[config.mk]
export PLATFORM = sky130hd
export DESIGN_NAME = fifo_pixel_reader_flat
export DESIGN_NICKNAME = d
export VERILOG_FILES = /design/src/rtl/fifo_pixel_reader_if.sv /design/src/rtl/fifo_pixel_reader.sv /design/src/flat_wrapper.sv
export SDC_FILE = /design/constraint.sdc
export NUM_CORES = 1
export LEC_CHECK = 0
export BUFFER_PORTS_ARGS = -buffer_cell sky130_fd_sc_hd__buf_2
export CORE_MARGIN = 2
export CORE_UTILIZATION = 50
export DETAILED_ROUTE_END_ITERATION = 16
export PLACE_DENSITY_LB_ADDON = 0.15
export SETUP_SLACK_MARGIN = 0.1
export SLEW_MARGIN = 20
export SYNTH_ARGS = -nofsm -noshare
export SYNTH_HDL_FRONTEND = slang
export SYNTH_SLANG_ARGS = --single-unit
[constraint.sdc]
create_clock -name Pclk -period 4.7 [get_ports Pclk]
set_input_delay 0.235 -clock Pclk [delete_from_list [all_inputs] [get_ports Pclk]]
set_output_delay 0.235 -clock Pclk [all_outputs]
set_load 0.02 [all_outputs]
[src/rtl/fifo_pixel_reader_if.sv]
// FIFO read port and frame-buffer write port seen by the pixel reader.
// master: the reader (consumes FIFO bytes, drives frame-buffer writes).
// slave:  the FIFO / frame-buffer side.
interface fifo_pixel_reader_if #(
    parameter int dat_width    = 8,
    parameter int fb_adr_width = 15
);
    logic [dat_width-1:0]    fifo_data;
    logic                    fifo_empty;
    logic                    rd;
    logic [7:0]              px_data;
    logic [fb_adr_width-1:0] px_addr;
    logic                    px_we;

    modport master (
        input  fifo_data, fifo_empty,
        output rd, px_data, px_addr, px_we
    );

    modport slave (
        output fifo_data, fifo_empty,
        input  rd, px_data, px_addr, px_we
    );
endinterface

[src/rtl/fifo_pixel_reader.sv]
// Camera FIFO read side: pairs bytes into RGB565 pixels, converts them to
// RGB332 and writes them to the frame buffer at a linear, per-frame address.
module fifo_pixel_reader #(
    parameter int dat_width    = 8,
    parameter int h_res        = 160,
    parameter int v_res        = 120,
    parameter int fb_adr_width = 15
) (
    input  logic                Pclk,
    input  logic                rst,
    input  logic                start,
    fifo_pixel_reader_if.master bus,
    output logic                busy,
    output logic                frame_done
);
    localparam int COL_W = (h_res > 1) ? $clog2(h_res) : 1;
    localparam int ROW_W = (v_res > 1) ? $clog2(v_res) : 1;

    typedef enum logic [1:0] {
        IDLE    = 2'd0,
        BYTE_HI = 2'd1,
        BYTE_LO = 2'd2,
        WRITE   = 2'd3
    } state_t;

    state_t                  r_state;
    logic [dat_width-1:0]    r_hi;
    logic [dat_width-1:0]    r_lo;
    logic [COL_W-1:0]        r_col;
    logic [ROW_W-1:0]        r_row;
    logic [fb_adr_width-1:0] r_px_addr;
    logic                    r_frame_done;
    logic                    w_rd;
    logic                    w_last;
    logic                    w_col_wrap;

    // RGB565 {hi,lo} -> RGB332: top 3 bits of R and G, top 2 bits of B.
    function automatic logic [7:0] rgb565_to_332(input logic [7:0] hi,
                                                 input logic [7:0] lo);
        return {hi[7:5], hi[2:0], lo[4:3]};
    endfunction

    // A byte is taken only in the two byte states and only when the FIFO has
    // one; reset gates the strobe so an aborted frame never eats a byte.
    assign w_rd       = !rst && !bus.fifo_empty &&
                        ((r_state == BYTE_HI) || (r_state == BYTE_LO));
    assign w_col_wrap = (r_col == COL_W'(h_res - 1));
    assign w_last     = w_col_wrap && (r_row == ROW_W'(v_res - 1));

    assign bus.rd      = w_rd;
    assign bus.px_we   = (r_state == WRITE);
    assign bus.px_data = rgb565_to_332(r_hi, r_lo);
    assign bus.px_addr = r_px_addr;
    assign busy        = (r_state != IDLE);
    assign frame_done  = r_frame_done;

    // Frame sequencer: byte pairing, pixel write, col/row/address stepping.
    always_ff @(posedge Pclk) begin
        if (rst) begin
            r_state      <= IDLE;
            r_hi         <= '0;
            r_lo         <= '0;
            r_col        <= '0;
            r_row        <= '0;
            r_px_addr    <= '0;
            r_frame_done <= 1'b0;
        end else begin
            r_frame_done <= 1'b0;
            case (r_state)
                IDLE: begin
                    // A start coinciding with the end-of-frame pulse is dropped.
                    if (start && !r_frame_done) begin
                        r_col     <= '0;
                        r_row     <= '0;
                        r_px_addr <= '0;
                        r_state   <= BYTE_HI;
                    end
                end
                BYTE_HI: begin
                    if (w_rd) begin
                        r_hi    <= bus.fifo_data;
                        r_state <= BYTE_LO;
                    end
                end
                BYTE_LO: begin
                    if (w_rd) begin
                        r_lo    <= bus.fifo_data;
                        r_state <= WRITE;
                    end
                end
                WRITE: begin
                    if (w_last) begin
                        r_col        <= '0;
                        r_row        <= '0;
                        r_px_addr    <= '0;
                        r_frame_done <= 1'b1;
                        r_state      <= IDLE;
                    end else begin
                        r_px_addr <= r_px_addr + fb_adr_width'(1);
                        if (w_col_wrap) begin
                            r_col <= '0;
                            r_row <= r_row + ROW_W'(1);
                        end else begin
                            r_col <= r_col + COL_W'(1);
                        end
                        r_state <= BYTE_HI;
                    end
                end
                default: r_state <= IDLE;
            endcase
        end
    end
endmodule

[src/flat_wrapper.sv]
// flat-port wrapper written by rule: the top's interface ports become plain ports
module fifo_pixel_reader_flat 
#(
    parameter int dat_width    = 8,
    parameter int h_res        = 160,
    parameter int v_res        = 120,
    parameter int fb_adr_width = 15
)
  (Pclk, rst, start, busy, frame_done, bus_fifo_data, bus_fifo_empty, bus_rd, bus_px_data, bus_px_addr, bus_px_we);
  fifo_pixel_reader_if #(.dat_width(dat_width), .fb_adr_width(fb_adr_width)) bus_i ();
  input  logic Pclk;
  input  logic rst;
  input  logic start;
  output logic busy;
  output logic frame_done;
  input wire logic [$bits(bus_i.fifo_data)-1:0] bus_fifo_data;
  input wire logic [$bits(bus_i.fifo_empty)-1:0] bus_fifo_empty;
  output wire logic [$bits(bus_i.rd)-1:0] bus_rd;
  output wire logic [$bits(bus_i.px_data)-1:0] bus_px_data;
  output wire logic [$bits(bus_i.px_addr)-1:0] bus_px_addr;
  output wire logic [$bits(bus_i.px_we)-1:0] bus_px_we;
  assign bus_i.fifo_data = bus_fifo_data;
  assign bus_i.fifo_empty = bus_fifo_empty;
  assign bus_rd = bus_i.rd;
  assign bus_px_data = bus_i.px_data;
  assign bus_px_addr = bus_i.px_addr;
  assign bus_px_we = bus_i.px_we;
  fifo_pixel_reader #(.dat_width(dat_width), .h_res(h_res), .v_res(v_res), .fb_adr_width(fb_adr_width)) u_core (.Pclk(Pclk), .rst(rst), .start(start), .bus(bus_i), .busy(busy), .frame_done(frame_done));
endmodule
---- After elaboration in Yosys (flattened, before gate mapping) ----
Index checks and enable logic that the tools add are counted.
W data, S select, Z words.
word-level totals
  word-level logic and storage cells ...... 54
  flip-flop bits (word level) ............. 46
  bits of input ports ..................... 12
  output and inout port bits .............. 27
operators by class
  eq/ne operators ......................... 9
  $add $sub $neg .......................... 3
  bitwise operators ....................... 1
  multiplexer cells ....................... 17
  reductions and logical operators ........ 17
operator list
  cell                     count
  $mux W15                 2
  $pmux W15 S2             1
  $mux W8                  3
  $mux W7                  3
  $pmux W8 S2              1
  $add A15 B1 Y15 const B  1
  $pmux W7 S2              1
  $add A8 B1 Y8 const B    1
  $eq A8 B8 Y1 const B     1
  $pmux W2 S4              1
  $add A7 B1 Y7 const B    1
  $eq A7 B7 Y1 const B     1
  $mux W2                  3
  $reduce_and A2 Y1        3
  $reduce_and A3 Y1        2
  $eq A2 B2 Y1 const B     2
  $logic_and A1 B1 Y1      4
  $ne A2 B2 Y1 const B     2
  $reduce_bool A2 Y1       2
  $logic_not A1 Y1         3
  $ne A3 B1 Y1 const B     1
  $eq A2 B1 Y1 const B     1
  $logic_not A2 Y1         1
  $mux W1                  2
  4 further kinds          4

---- Logic depth before layout (Yosys ltp) ----
Gate-level depths: netlist of the first run.
  depth after elaboration ................. 5
  gate-level depth with buffers ........... 8
  gate-level depth less buffers ........... 6

---- Worst setup path before layout of the first run ----
OpenSTA, ideal clock, no wires.
  path type ............................... register to register
  from .................................... register u_core.r_state[1]
  to ...................................... register u_core.r_hi[0]
  stages on the path, launching flop included .. 8
  setup slack ............................. 2.742 ns
  period minus slack after synthesis ...... 1.958 ns
  setup time .............................. 0.128 ns
  data arrival time ....................... 1.830 ns
  required time ........................... 4.572 ns
  path buffers ............................ 1
  path through ............................ dfxtp_1 -> inv_1 -> ha_1 -> nor3b_2 -> and2_1 -> buf_2 -> mux2i_1 -> nor2_1
between the ends
  longest elaborated chain between the ends .. 4
  elaborated cells between the ends (all ways) .. 5
  classes of those cells .................. 2 x eq/ne; 3 x reduce/logical
ends and longest elaborated chain
  what                                          RTL line                 source
  from (decl)                                   fifo_pixel_reader.sv:26  state_t r_state;
  from (signal assigned)                        fifo_pixel_reader.sv:60  r_state <= IDLE;
  from (signal assigned)                        fifo_pixel_reader.sv:76  r_state <= BYTE_HI;
  from (signal assigned)                        fifo_pixel_reader.sv:82  r_state <= BYTE_LO;
  $eq A2 B1 Y1 or $eq A2 B2 Y1 (tied branches)  fifo_pixel_reader.sv:46  ((r_state == BYTE_HI) || (r_state == BYTE_LO));
  $logic_or A1 B1 Y1 *                          fifo_pixel_reader.sv:46
  $logic_and A1 B1 Y1 *                         fifo_pixel_reader.sv:45  assign w_rd = !rst && !bus.fifo_empty &&
  net bus_rd                                    flat_wrapper.sv:18       output wire logic [$bits(bus_i.rd)-1:0] bus_rd;
  $reduce_and A2 Y1 (no source line) *          n/a
  to (signal assigned)                          fifo_pixel_reader.sv:81  r_hi <= bus.fifo_data;
  to (decl)                                     fifo_pixel_reader.sv:27  logic [dat_width-1:0] r_hi;
The timed path passes the listed nets; every way through them passes the cells marked *.
A chain may end at the register's enable or synchronous reset.

---- Final worst setup path of the first run ----
  from .................................... register u_core.r_state[0]
  to ...................................... register u_core.r_px_addr[13] (netlist: u_core.bus.px_addr[13])
between the ends
  longest elaborated chain between the ends .. 3
  elaborated cells between the ends (all ways) .. 6
  classes of those cells .................. 2 x eq/ne; 1 x mux; 3 x reduce/logical
ends and longest elaborated chain
  what                                                                 RTL line                 source
  $logic_not A2 Y1 or $eq A2 B2 Y1 (tied branches)                     fifo_pixel_reader.sv:69  case (r_state)
  $ne A2 B1 Y1 (no source line) or $reduce_bool A2 Y1 (tied branches)  n/a
  $reduce_and A2 Y1 (no source line)                                   n/a
  to (signal assigned)                                                 fifo_pixel_reader.sv:99  r_px_addr <= r_px_addr + fb_adr_width'(1);
  to (decl)                                                            fifo_pixel_reader.sv:31  logic [fb_adr_width-1:0] r_px_addr;
Parallel ways exist; a longest one is shown, timed or not.

==> results.yml, run 1 <==
cts:
  clk_latency_ns: 0.28
  root_buffer: "clkbuf_8"
  clock-sinks: 41
  clkTransAtPathRegs_ns: 0.08
  max-clock-path-buffers: 2
  cts_made_buffers: 5
  cts_tree: "yes"
  postCtsSetupBuffers: 0
  cts-resized-gates: 0
  htreeDepth: 2
  holdBufCountCts: 0
timing:
  rsz0062_at_grt: "no"
  worst_slew_pin_slew_ns: 0.499
  layout_min_cycle_time_ns: 2.17
  max_slew_margin_pct: 66.3
  tns_ns: 0
  clock.fmax_ghz: 0.460
  hold_violations: 0
  setup_viol: 0
  fin_crit_sh_pct: 46.2
  holdWs_ns: 0.183
  drv_slew: 0
  finClkSkew_ns: 0.00477
worst_setup_path:
  critPathLaunchType: "flip-flop"
  critPathCaptureType: "flip-flop"
  critPathKind: "flip-flop to flip-flop"
  critical_path_required_ns: 4.87
  rrSetupSlack_ns: 2.53
  r2r-end: "u_core.bus.px_addr[13]"
  cp_data_arrival_time_ns: 2.34
  reg2reg_depth: 6
  r2r-start: "u_core.r_state[0]"
  crit_fanout: 11
synth:
  synth_top_family_by_area: "simple AND/OR/NAND/NOR gates"
  synth_fp_nets: 252
  synth-simple-area-share_pct: 23.4
  netlist_area_mm2: 0.00210
  ys_ff_latch: 41
  yosys-top-cells-area: "dfxtp_1 (39%), a21oi_1 (4.8%), ha_1 (4.8%)"
  synth_compound_area_share_pct: 19.0
  seq_area_frac_synth_pct: 39.0
  ys_async_sr_fraction_pct: 0
  synth_edf_count: 0
  syn_area_per_cell_um2: 9.07
  ys_types: 53
  synth-xor-area-share_pct: 5.83
  synth_top_cell_area_share_pct: 39.0
  synth_ff_type: "dfxtp_1"
  synthMuxAreaShare_pct: 3.33
  ys_warn_count: 0
  synth_fa_ha_area_share_pct: 4.76
  synthCells: 232
  yosysTopAreaCell: "dfxtp_1"
global_routing:
  antenna_found_initial: 0
  grt_pass1_wl_um: 6990
  grt_usage_pct: 19.5
  grt_pass1_vias: 1552
  grt-ovfl-total: 0
  grt_max_degree: 21
finish:
  layout-drive-gt1-share_pct: 22.3
  insertedDiodeCount: 0
  fill_cells: 374
  area_growth_pct: 13.8
  fin_area_mm2: 0.00239
  final_common_cell: "dfxtp_1"
  nets: 288
  layout_common_cells: "dfxtp_1 (41), buf_2 (38), nor2_1 (26), a21oi_1 (20), nand2_1 (18)"
detailed_routing:
  wirelength_um: 4320
  vias_per_cell: 5.57
  vias: 1777
  drt-initial-drc-count: 80
  wl_per_cell_um: 13.5
  ant_nets: 0
  route.detailed.drc: 0
  firstDrtPassIters: 4
pwr:
  ir_worst_vdd_mv: 0.188
  p_per_area_mw_per_mm2: 385
  p_leak_nw: 0.854
floorplan:
  die_w_um: 68.9
  core_area_mm2: 0.00403
  start_util_pct: 52.2
  die_h_um: 68.9
  io_pins: 39
  dieArea_mm2: 0.00474
  rows: 23
place:
  gp_congestion: 0.799
  place_hpwl_um: 3090
  numPortBuffers: 38
  dpl_cell_area_mm2: 0.00229
hold_path:
  whs_endpoint: "u_core.r_hi[7]"
  min_path_type: "input pin to flip-flop"
  hp-start: "bus_fifo_data[7]"
  whs_path_depth: 3
flow_run:
  max_cap_violations: 0
status:
  status: "complete, no violations"
## routing by layer
metal / track usage, % / share of wire (%) / routed length [um]
met5: 0 / 0 / 0
met4: 5.64 / 1.0 / 43
met3: 4.87 / 4.1 / 178
met2: 30.5 / 45 / 1950
met1: 26.5 / 50 / 2150
## cell usage after synthesis, types with 2 or more instances
| library cell | instances |
|---|---|
| dfxtp_1 | 41 |
| nor2_1 | 26 |
| a21oi_1 | 20 |
| nand2_1 | 18 |
| nand3_1 | 10 |
| xnor2_1 | 10 |
| inv_1 | 9 |
| ha_1 | 8 |
| mux2i_1 | 7 |
| nand4_1 | 6 |
| o21ai_0 | 6 |
| or4_1 | 6 |
| o31ai_1 | 5 |
| xor2_1 | 4 |
| a2111oi_2 | 3 |
| a211oi_1 | 3 |
| buf_2 | 3 |
| buf_6 | 3 |
| a21o_1 | 2 |
| clkbuf_1 | 2 |
| nand2b_1 | 2 |
| nand3b_1 | 2 |
| nand4b_1 | 2 |
| o2111ai_1 | 2 |
| o21bai_1 | 2 |
| o41ai_1 | 2 |
| or3_1 | 2 |
## stage by stage
stage / power [mW] / cells / worst slack (ns) / utilization (%)
final: 0.923 / 319 / 2.53 / 59.4
after global routing: 0.980 / 319 / 2.35 / 59.4
after CTS: 0.931 / 319 / 2.55 / 59.4
after detailed placement: 0.684 / 311 / 2.57 / 56.9
after global placement: 0.680 / 311 / 2.67 / 56.9
after floorplan: 0.647 / 232 / 2.74 / -
## where the power goes
part           total [mW]  leakage, nW  internal [mW]  switching (mW)
clock network       0.246       0.0542          0.133           0.114
logic               0.295        0.469         0.0991           0.196
registers           0.382        0.331          0.366          0.0162
## layout make-up
class	instances	area, um^2	area share (%)
Inverter	9	33.8	1.41
Multi-Input combinational cell	173	1180	49.5
Tap cell	50	62.6	2.61
Timing Repair Buffer	38	190	7.95
Clock buffer	7	96.3	4.03
Sequential cell	41	821	34.3
Clock inverter	1	5.00	0.209
## cell families after synthesis
| family | Yosys count |
|---|---|
| simple gates | 89 |
| compound gates | 55 |
| flops | 41 |
| buf+inv | 18 |
| xor+xnor | 14 |
| fa+ha+maj | 8 |
| mux | 7 |
## critical path, cell delays in order, from the launching register on
cell and delay, ns:
dfxtp_1 0.33, inv_1 0.14, ha_1 0.37, nand3b_1 0.41
a2111o_1 0.55, o21ai_0 0.17, a21oi_1 0.08
## worst max path at each step
| stage | slack [ns] | start | depth (start not counted) | endpoint |
|---|---|---|---|---|
| floorplan | 2.74 | u_core.r_state[1] | 7 | u_core.r_hi[0] |
| global placement | 2.67 | u_core.r_state[0] | 6 | u_core.bus.px_addr[13] |
| detailed placement | 2.57 | u_core.r_state[0] | 6 | u_core.bus.px_addr[13] |
| CTS | 2.55 | u_core.r_state[0] | 6 | u_core.bus.px_addr[13] |
| global route | 2.35 | u_core.r_state[0] | 6 | u_core.bus.px_addr[13] |
| finish | 2.53 | u_core.r_state[0] | 6 | u_core.bus.px_addr[13] |
## registers in the layout, summed over array words and instances, names as in the netlist
signal	count
u_core.r_row	7
u_core.r_hi	6
u_core.r_state	2
u_core.bus.px_addr	15
u_core.r_lo	2
u_core.r_col	8
u_core.frame_done	1
Power figures use the tool's default switching activity.
==> inputs of run 2 (changes only) <==
==> constraint.sdc (replaced) <==
create_clock -name Pclk -period 2.3 [get_ports Pclk]
set_input_delay 0.115 -clock Pclk [delete_from_list [all_inputs] [get_ports Pclk]]
set_output_delay 0.115 -clock Pclk [all_outputs]
set_load 0.02 [all_outputs]
==> run 2 against run 1 <==
Critical path depth unchanged. Sequential share of layout area decreased by 0.77 points. Worst setup slack worse by 2.2 ns. Final cell count is 0.94% higher. Power rose by 130%. Clock power grew to 2.8 times the previous value. Clock skew is 0.0059 ns higher. Register-to-register slack got worse by 2.2 ns. Via count up 2.3%. Critical endpoint unchanged. Highest routed layer unchanged.
==> results.yml, run 2 (synthesis gave the netlist of run 1 again) <==
status:
  status: "complete, no violations"
place:
  dpl_worst_slack_ns: 0.330
  gp_congestion: 0.778
  numPortBuffers: 38
  place_hpwl_um: 3170
floorplan:
  rows: 23
  start_util_pct: 52.2
  io_pins: 39
  die_h_um: 68.9
  core_area_mm2: 0.00403
  dieArea_mm2: 0.00474
  die_w_um: 68.9
cts:
  cts-resized-gates: 0
  holdBufCountCts: 0
  clk_latency_ns: 0.29
  max-clock-path-buffers: 2
  postCtsSetupBuffers: 0
  cts_tree: "yes"
  clock-sinks: 41
  cts_made_buffers: 5
  clkTransAtPathRegs_ns: 0.08
  root_buffer: "clkbuf_8"
  htreeDepth: 2
global_routing:
  antenna_found_initial: 0
  grt_usage_pct: 20.7
  grt_max_degree: 21
  grt_pass1_wl_um: 7250
  grt_pass1_vias: 1585
  grt-ovfl-total: 0
timing:
  setup_viol: 0
  layout_min_cycle_time_ns: 1.99
  tns_ns: 0
  worst_slew_pin_slew_ns: 0.506
  rsz0062_at_grt: "no"
  clock.fmax_ghz: 0.502
  drv_slew: 0
  fin_crit_sh_pct: 86.5
  setup_slack_ns: 0.309
  finClkSkew_ns: 0.0106
  max_slew_margin_pct: 66.3
  hold_violations: 0
pwr:
  p_per_area_mw_per_mm2: 858
  p_leak_nw: 0.882
  ir_worst_vdd_mv: 0.427
worst_setup_path:
  critical_path_required_ns: 2.48
  critPathLaunchType: "flip-flop"
  critPathCaptureType: "flip-flop"
  cp_data_arrival_time_ns: 2.17
  crit_fanout: 11
  critPathKind: "flip-flop to flip-flop"
detailed_routing:
  vias: 1817
  wl_per_cell_um: 13.8
  drt-initial-drc-count: 63
  firstDrtPassIters: 4
  route.detailed.drc: 0
  vias_per_cell: 5.64
  ant_nets: 0
  wirelength_um: 4450
finish:
  area_growth_pct: 16.4
  insertedDiodeCount: 0
  layout-drive-gt1-share_pct: 23.2
  final_common_cell: "dfxtp_1"
  nets: 291
  largest_reg_flops: 15
  layout_common_cells: "dfxtp_1 (41), buf_2 (38), nor2_1 (26), a21oi_1 (20), nand2_1 (18)"
hold_path:
  min_path_type: "input pin to flip-flop"
flow_run:
  max_cap_violations: 0
## run 2: cell count changes in the layout (fill, tap and decap cells not counted), sizes merged
cell and delta:
buf +3, bufinv +2, clkbuf -2
## run 2: cell type report
type                            count  area [um^2]
Clock buffer                        5         68.8
Clock inverter                      3         65.1
Fill cell                         371         1580
Inverter                            9         33.8
Multi-Input combinational cell    173         1180
Sequential cell                    41          821
Tap cell                           50         62.6
Timing Repair Buffer               41          213
## run 2: per-stage QoR
| step | area, um^2 | util, % | total power [mW] | hold slack (ns) | cells |
|---|---|---|---|---|---|
| global placement | 2310 | 57.5 | 1.41 | 0.351 | 314 |
| finish | 2450 | 60.8 | 2.10 | 0.0513 | 322 |
| floorplan | 2100 | - | 1.32 | 0.262 | 232 |
| global route | 2450 | 60.8 | 2.22 | 0.0493 | 322 |
| CTS | 2450 | 60.8 | 2.11 | 0.0472 | 322 |
| detailed placement | 2310 | 57.5 | 1.42 | 0.359 | 314 |
## run 2: metal layers
metal  track usage (%)  part of all wire (%)  vias up
met3              5.03                   4.1        6
li1                  -                     -      922
met1              28.0                    51      851
met4              9.07                   1.8        0
met5                 0                     0        -
met2              31.3                    43       38
## run 2: report_power, final
group          leakage (nW)  switching (mW)  internal (mW)
clock network        0.0681           0.259          0.431
registers             0.331          0.0330          0.747
logic                 0.483           0.408          0.224
total                 0.882           0.700           1.40
## run 2: final timing paths
kind / depth (start not counted) / slack (ns) / to / start
worst min register to register: 2 / 0.47 / u_core.r_lo[3] / u_core.r_lo[3]
worst max-delay path: 6 / 0.31 / u_core.bus.px_addr[13] / u_core.r_state[1]
worst min-delay path: 3 / 0.05 / u_core.r_hi[2] / bus_fifo_data[2]
worst max register to register: 6 / 0.31 / u_core.bus.px_addr[13] / u_core.r_state[1]
## run 2: worst max-delay path: stages, from the launching register on
cell and delay (ns):
dfxtp_1 0.40, inv_1 0.10, ha_1 0.24, nand2b_1 0.37
a2111o_1 0.53, o21ai_0 0.16, a21oi_1 0.08
==> inputs of run 3 (changes only) <==
--- a/config.mk
+++ b/config.mk
@@ -8,7 +8,9 @@
 export BUFFER_PORTS_ARGS = -buffer_cell sky130_fd_sc_hd__buf_2
 export CORE_MARGIN = 2
 export CORE_UTILIZATION = 50
+export CTS_BUF_LIST = sky130_fd_sc_hd__clkbuf_16
 export DETAILED_ROUTE_END_ITERATION = 16
+export MAX_ROUTING_LAYER = met4
 export PLACE_DENSITY_LB_ADDON = 0.15
 export SETUP_SLACK_MARGIN = 0.1
 export SLEW_MARGIN = 20
==> run 3 against run 2 <==
Clock power rose by 31%. Sequential cell count did not move. Non-clock buffer count did not move. Via count fell by 0.88%. Power rose by 10%. Die area did not move. Hold slack improved by 0.016 ns. Clock skew fell by 0.0067 ns. Register-to-register slack barely moved.
==> results.yml, run 3 (synthesis gave the netlist of run 1 again) <==
worst_setup_path:
  slowest_stage: "a2111o_1"
  path_cells: "inv_1, ha_1, nand2b_1, a2111o_1, o21ai_0, a21oi_1"
  reg2reg_depth: 6
  r2r-start: "u_core.r_state[1]"
  critPathKind: "flip-flop to flip-flop"
  cp_data_arrival_time_ns: 2.16
  crit_family: "compound AO/OA/AOI/OAI gates"
  critical_path_required_ns: 2.46
  slowest_delay_ns: 0.53
  critPathCaptureType: "flip-flop"
  rrSetupSlack_ns: 0.30
  crit_fanout: 11
  path_buf_inv: 1
  cp_num_cells: 6
  r2r-end: "u_core.bus.px_addr[11]"
  critPathLaunchType: "flip-flop"
finish:
  utilization_pct: 62.2
  layout_common_cells: "dfxtp_1 (41), buf_2 (38), nor2_1 (26), a21oi_1 (20), nand2_1 (18)"
  final_common_cell: "dfxtp_1"
  insertedDiodeCount: 0
  fin_cells: 322
  area_growth_pct: 19.1
  layout-drive-gt1-share_pct: 23.2
  nets: 291
  largest_reg_flops: 15
global_routing:
  grt_pass1_wl_um: 7260
  grt_usage_pct: 21.4
  grt-ovfl-total: 0
  grt_max_degree: 21
  antenna_found_initial: 0
  grt_pass1_vias: 1585
floorplan:
  rows: 23
  die_h_um: 68.9
  core_area_mm2: 0.00403
  die_w_um: 68.9
  start_util_pct: 52.2
  io_pins: 39
  dieArea_mm2: 0.00474
timing:
  hold_violations: 0
  finClkSkew_ns: 0.00398
  max_slew_margin_pct: 66.8
  fin_crit_sh_pct: 86.8
  worst_slew_pin_slew_ns: 0.497
  setup_viol: 0
  rsz0062_at_grt: "no"
  layout_min_cycle_time_ns: 2.00
  clock.fmax_ghz: 0.501
  tns_ns: 0
  drv_slew: 0
place:
  place_hpwl_um: 3170
  numPortBuffers: 38
  placed_cells: 314
  gp_congestion: 0.789
detailed_routing:
  wl_met1_um: 2340
  wl_met2_um: 1920
  wirelength_um: 4470
  wl_per_cell_um: 13.9
  firstDrtPassIters: 4
  drt-initial-drc-count: 78
  ant_nets: 0
  met3_length_um: 138
  vias_per_cell: 5.59
  route.detailed.drc: 0
  route.top_layer_used: "met4"
  vias: 1801
cts:
  root_buffer: "clkbuf_16"
  clock-sinks: 41
  clk_latency_ns: 0.28
  cts-resized-gates: 0
  htreeDepth: 2
  cts_made_buffers: 5
  max-clock-path-buffers: 2
  postCtsSetupBuffers: 0
  holdBufCountCts: 0
  clkTransAtPathRegs_ns: 0.06
  cts_tree: "yes"
hold_path:
  whs_endpoint: "u_core.r_hi[2]"
  min_path_type: "input pin to flip-flop"
  whs_path_depth: 3
  hp-start: "bus_fifo_data[2]"
pwr:
  p_leak_nw: 0.908
  total_power_mw: 2.31
  ir_worst_vdd_mv: 0.479
  p_per_area_mw_per_mm2: 923
status:
  status: "complete, no violations"
flow_run:
  max_cap_violations: 0
## run 3: where the power goes
part | total [mW] | switching [mW] | internal, mW
Clock | 0.904 | 0.285 | 0.620
Sequential | 0.781 | 0.0329 | 0.748
Combinational | 0.628 | 0.404 | 0.224
Total | 2.31 | 0.722 | 1.59
## run 3: worst min-delay path, delay by kind of cell
kind	cells	cell delay, ns
buffers and inverters	1	0.08
and+or+nand+nor	1	0.07
muxes	1	0.05
## run 3: area by class of cell
| class | count | area, um^2 |
|---|---|---|
| Multi-Input combinational cell | 173 | 1180 |
| Inverter | 9 | 33.8 |
| Tap cell | 50 | 62.6 |
| Sequential cell | 41 | 821 |
| Clock buffer | 5 | 125 |
| Clock inverter | 3 | 65.1 |
| Fill cell | 363 | 1520 |
| Timing Repair Buffer | 41 | 213 |
## run 3: stage by stage
| step | setup slack [ns] | hold WS (ns) | instance area [um^2] |
|---|---|---|---|
| CTS | 0.305 | 0.0666 | 2500 |
| global route | 0.121 | 0.0757 | 2500 |
| global placement | 0.370 | 0.351 | 2310 |
| detailed placement | 0.330 | 0.359 | 2310 |
| finish | 0.303 | 0.0676 | 2500 |
| floorplan | 0.342 | 0.262 | 2100 |
## run 3: worst max-delay path by stage
| stage | from | endpoint | slack (ns) |
|---|---|---|---|
| finish | u_core.r_state[1] | u_core.bus.px_addr[11] | 0.30 |
| global route | u_core.r_state[1] | u_core.bus.px_addr[11] | 0.12 |
| CTS | u_core.r_state[1] | u_core.bus.px_addr[11] | 0.31 |
| detailed placement | u_core.r_state[1] | u_core.bus.px_addr[11] | 0.33 |
| global placement | u_core.r_state[1] | u_core.bus.px_addr[13] | 0.37 |
| floorplan | u_core.r_state[1] | u_core.r_hi[0] | 0.34 |
## run 3: layer usage
layer  global-route usage (%)  vias up
met5                        -        -
met4                     10.5        0
met3                     4.06        6
met2                     31.4       31
met1                     28.2      840
li1                         -      924
